$ cat src/rtl/prog_pulse_generator.sv
// Programmable period pulser: one-clock max_tick every (max_count+1)*(prescale+1) clocks in RUN.
// Outputs are combinational from registers; no backpressure, start/stop act on the next edge.
module prog_pulse_generator #(
    parameter int WIDTH      = 16,
    parameter int PRESCALE_W = 8
) (
    input  logic                  clk,
    input  logic                  reset,
    input  logic                  start,
    input  logic                  stop,
    input  logic                  one_shot,
    input  logic [WIDTH-1:0]      max_count,
    input  logic [PRESCALE_W-1:0] prescale,
    output logic [WIDTH-1:0]      count,
    output logic                  max_tick,
    output logic                  busy,
    output logic                  done
);

    typedef enum logic {IDLE = 1'b0, RUN = 1'b1} state_t;

    state_t                state_q, state_d;
    logic [WIDTH-1:0]      count_q, count_d;
    logic [PRESCALE_W-1:0] pre_q, pre_d;
    logic [WIDTH-1:0]      max_lat_q, max_lat_d;
    logic [PRESCALE_W-1:0] pre_lat_q, pre_lat_d;
    logic                  mode_q, mode_d;
    logic                  done_q, done_d;

    logic strobe;
    logic terminal;

    assign strobe   = (pre_q == pre_lat_q);
    assign terminal = strobe && (count_q == max_lat_q);

    always_ff @(posedge clk) begin
        if (reset) begin
            state_q   <= IDLE;
            count_q   <= '0;
            pre_q     <= '0;
            max_lat_q <= '0;
            pre_lat_q <= '0;
            mode_q    <= 1'b0;
            done_q    <= 1'b0;
        end else begin
            state_q   <= state_d;
            count_q   <= count_d;
            pre_q     <= pre_d;
            max_lat_q <= max_lat_d;
            pre_lat_q <= pre_lat_d;
            mode_q    <= mode_d;
            done_q    <= done_d;
        end
    end

    always_comb begin
        state_d   = state_q;
        count_d   = count_q;
        pre_d     = pre_q;
        max_lat_d = max_lat_q;
        pre_lat_d = pre_lat_q;
        mode_d    = mode_q;
        done_d    = 1'b0;
        case (state_q)
            IDLE: begin
                count_d = '0;
                pre_d   = '0;
                if (start && !stop) begin
                    max_lat_d = max_count;
                    pre_lat_d = prescale;
                    mode_d    = one_shot;
                    state_d   = RUN;
                end
            end
            RUN: begin
                if (stop) begin
                    state_d = IDLE;
                    count_d = '0;
                    pre_d   = '0;
                end else begin
                    pre_d = strobe ? '0 : pre_q + 1'b1;
                    if (strobe) begin
                        count_d = terminal ? '0 : count_q + 1'b1;
                    end
                    // Limits only change at a period boundary so a period is never cut short.
                    if (terminal) begin
                        if (mode_q) begin
                            state_d = IDLE;
                            done_d  = 1'b1;
                        end else begin
                            max_lat_d = max_count;
                            pre_lat_d = prescale;
                        end
                    end
                end
            end
            default: state_d = IDLE;
        endcase
    end

    always_comb begin
        busy     = (state_q == RUN);
        max_tick = busy && terminal;
        count    = count_q;
        done     = done_q;
    end

endmodule

$ cat config.mk
export PLATFORM = sky130hd
export DESIGN_NAME = prog_pulse_generator
export DESIGN_NICKNAME = d
export VERILOG_FILES = /design/src/rtl/prog_pulse_generator.sv
export SDC_FILE = /design/constraint.sdc
export NUM_CORES = 1
export LEC_CHECK = 0
export CAP_MARGIN = 0
export CORE_MARGIN = 1.5
export CORE_UTILIZATION = 56
export CTS_CLUSTER_SIZE = 28
export DETAILED_ROUTE_END_ITERATION = 10
export PLACE_DENSITY = 0.89
export SLEW_MARGIN = 20
export SYNTH_ARGS = -nofsm -noshare
export SYNTH_HDL_FRONTEND = slang
export SYNTH_SLANG_ARGS = --single-unit
$ cat constraint.sdc
create_clock -name clk -period 2.8 [get_ports clk]
set_input_delay 0.42 -clock clk [delete_from_list [all_inputs] [get_ports clk]]
set_output_delay 0.42 -clock clk [all_outputs]
set_load 0.02 [all_outputs]
==> flow_summary.yaml <==
worst_setup_path:
  r2r_setup_slack_ps: 590
  crit_path_start_kind: "flop"
  cp.arrival_ps: 1910
  rr_endpoint: "count[13]$_SDFFE_PP0P_"
  worstPathMaxFanout: 4
  path_class: "reg2out"
  r2r_cells: 8
  crit_required_ps: 2380
  reg2reg_from: "pre_q[1]$_SDFF_PP0_"
  cp-end-kind: "output port"
pwr:
  total_power_mw: 1.49
  cellPowerDensity_mw_per_mm2: 455
  p_leak_nw: 1.23
  ir_drop_uv: 337
floorplanning:
  die_h_um: 71.5
  io_pins: 48
  core-area_mm2: 0.00444
  die_area_mm2: 0.00511
  rows: 24
  start_util: 0.591
  die_w_um: 71.5
cells_and_area:
  diodes: 0
  fin_cells: 383
  layout-drive-gt1-share: 0.0967
  nets: 362
  syn_to_final_growth_pct: 24.9
global_route:
  gr-total-overflow: 0
  grt_max_degree: 51
  grt_pass1_wl_mm: 9.33
  antenna_found_initial: 0
  grt_pass1_vias: 1992
  grt_usage: 0.233
clocking:
  cts_tree: "built"
  root_buffer: "clkbuf_8"
  cts_sinks: 51
  clk_latency_ps: 310
  cts_buffers: 5
  ctsLongestPathBuffers: 2
  htreeDepth: 2
  clk_pin_slew_ps: 90
routing:
  wl_per_cell_um: 14.7
  vias: 2152
  drt_iter0_drc: 123
  viasPerCell: 5.62
  wirelength_mm: 5.63
  dr.pass1.iters: 6
  drc_errors: 0
  ant_nets: 0
timing:
  hold_violations: 0
  worst_slew_pin_slew_ps: 618
  fin_crit_sh: 0.832
  max_freq_mhz: 429
  fin_crit_ps: 2330
  rsz0062_at_grt: "false"
  holdWs_ps: 491
  setup_slack_ps: 470
  setup_viol: 0
  final-max-slew-violation-count: 0
  relSlewSlack: 0.588
  tns_ps: 0
  finalClockSkew_ps: 12.3
worst_hold_path:
  hold_end: "done$_SDFF_PP0_"
  min_from: "mode_q$_SDFFE_PP0P_"
  holdPathStages: 2
  worstHoldPathType: "reg2reg"
run_status:
  outcome: "complete, no violations"
logic_synthesis:
  synth_nets: 311
  ys_warn_count: 0
  ys_seq_area_frac: 0.389
  synth.avg_cell_area_um2: 9.38
  synth_cells: 280
  ys_types: 35
  synth-seq-cells: 51
  synthArstFlopShare: 0
  yosys.area.top_type: "dfxtp_1"
  synth_edf_count: 0
  synth_most_common_cell: "dfxtp_1"
  synth_area_leaders: "dfxtp_1 (39%), nand2b_1 (11%), mux2i_1 (9.1%), xor2_1 (8.0%), a21oi_1 (3.2%)"
  yosysTopAreaCellShare: 0.389
  synth_common_cells: "dfxtp_1 (51), nand2b_1 (48), mux2i_1 (24), xor2_1 (24), a21oi_1 (17)"
  netlist_area_mm2: 0.00263
  synth_flop_cell: "dfxtp_1"
placed_design:
  place_ws_ps: 288
  dp_hpwl_mm: 3.94
  place.gp.congestion: 0.853
  port_buffers: 47
  dp.cells: 375
flow_run:
  cap_violations: 0
layout by cell type (no fill, tap or decap), drive strengths merged, types with 2 or more instances in the layout:
master / synthesis / routed
dfxtp: 51 / 51
nand2b: 48 / 48
clkdlybuf4s50: 0 / 46
xor2: 24 / 24
mux2i: 24 / 24
a21oi: 18 / 18
nand2: 14 / 14
nor2: 10 / 10
o31ai: 10 / 10
or4: 9 / 9
nand3: 9 / 9
buf: 6 / 8
xnor2: 6 / 6
nand4: 6 / 6
nor4: 6 / 6
o21ai: 6 / 6
or3: 5 / 5
clkbuf: 5 / 5
and2: 5 / 5
and3: 4 / 4
and4: 2 / 2
or2: 2 / 2
inv: 2 / 2
o211ai: 2 / 2
ha: 2 / 2
final cells by class:
cell class	instances	area (µm²)
well taps	52	65.1
repair buffers	55	546
multi-input cells	216	1530
clock inverters	2	37.5
inverters	2	7.51
clock buffers	5	68.8
flip-flops and latches	51	1020
fillers	338	1160
worst max-delay path, cell delays in order (launching register included):
cell            delay, ps
dfxtp_1               360
xor2_1                170
nor4_2                360
nand2_1               140
nor3_2                210
and2_1                140
dlymetal6s2s_1        210
cell families (layout without fill, tap and decap cells):
group                      Yosys count  count (layout)  synth area share
buffers and inverters               13              64            0.0343
muxes                               24              24            0.0914
xor gates and xnor gates            30              30             0.100
and+or+nand+nor                    122             122             0.280
adders and majority gates            2               2           0.00952
AOI/OAI and AO/OA                   38              38            0.0962
DFF                                 51              51             0.389
layer usage:
metal	track usage	wire length (µm)
met5	0	0
met4	0.0755	62
met3	0.0394	176
met2	0.368	2620
met1	0.327	2770
state kept, by name, summed over array words and instances, names as in the netlist:
register / count
mode_q: 1
pre_q: 8
count: 16
busy: 1
max_lat_q: 16
pre_lat_q: 8
done: 1
repair_timing:
action	CTS	global route
setup endpoints to repair	1	1
resized for setup	2	4
hold buffers	0	0
pin swaps	0	1
buffers inserted	0	1
power by group:
part | internal (mW) | total [mW] | switching [mW]
sequential | 0.747 | 0.765 | 0.0188
clock | 0.261 | 0.504 | 0.243
combinational | 0.121 | 0.224 | 0.103
total | 1.13 | 1.49 | 0.365
worst max-delay path by stage:
stage                          start  endpoint
3_5_place_dp   count[5]$_SDFFE_PP0P_  max_tick
2_1_floorplan  count[6]$_SDFFE_PP0P_  max_tick
3_3_place_gp   count[6]$_SDFFE_PP0P_  max_tick
5_1_grt          pre_q[1]$_SDFF_PP0_  max_tick
6_report         pre_q[1]$_SDFF_PP0_  max_tick
4_1_cts        count[6]$_SDFFE_PP0P_  max_tick
through the flow:
stage / util / cell area [µm²]
2_1_floorplan: - / 2630
3_3_place_gp: 0.708 / 3150
3_5_place_dp: 0.708 / 3150
5_1_grt: 0.738 / 3280
4_1_cts: 0.733 / 3260
6_report: 0.738 / 3280
(Power assumes the default switching activity.)
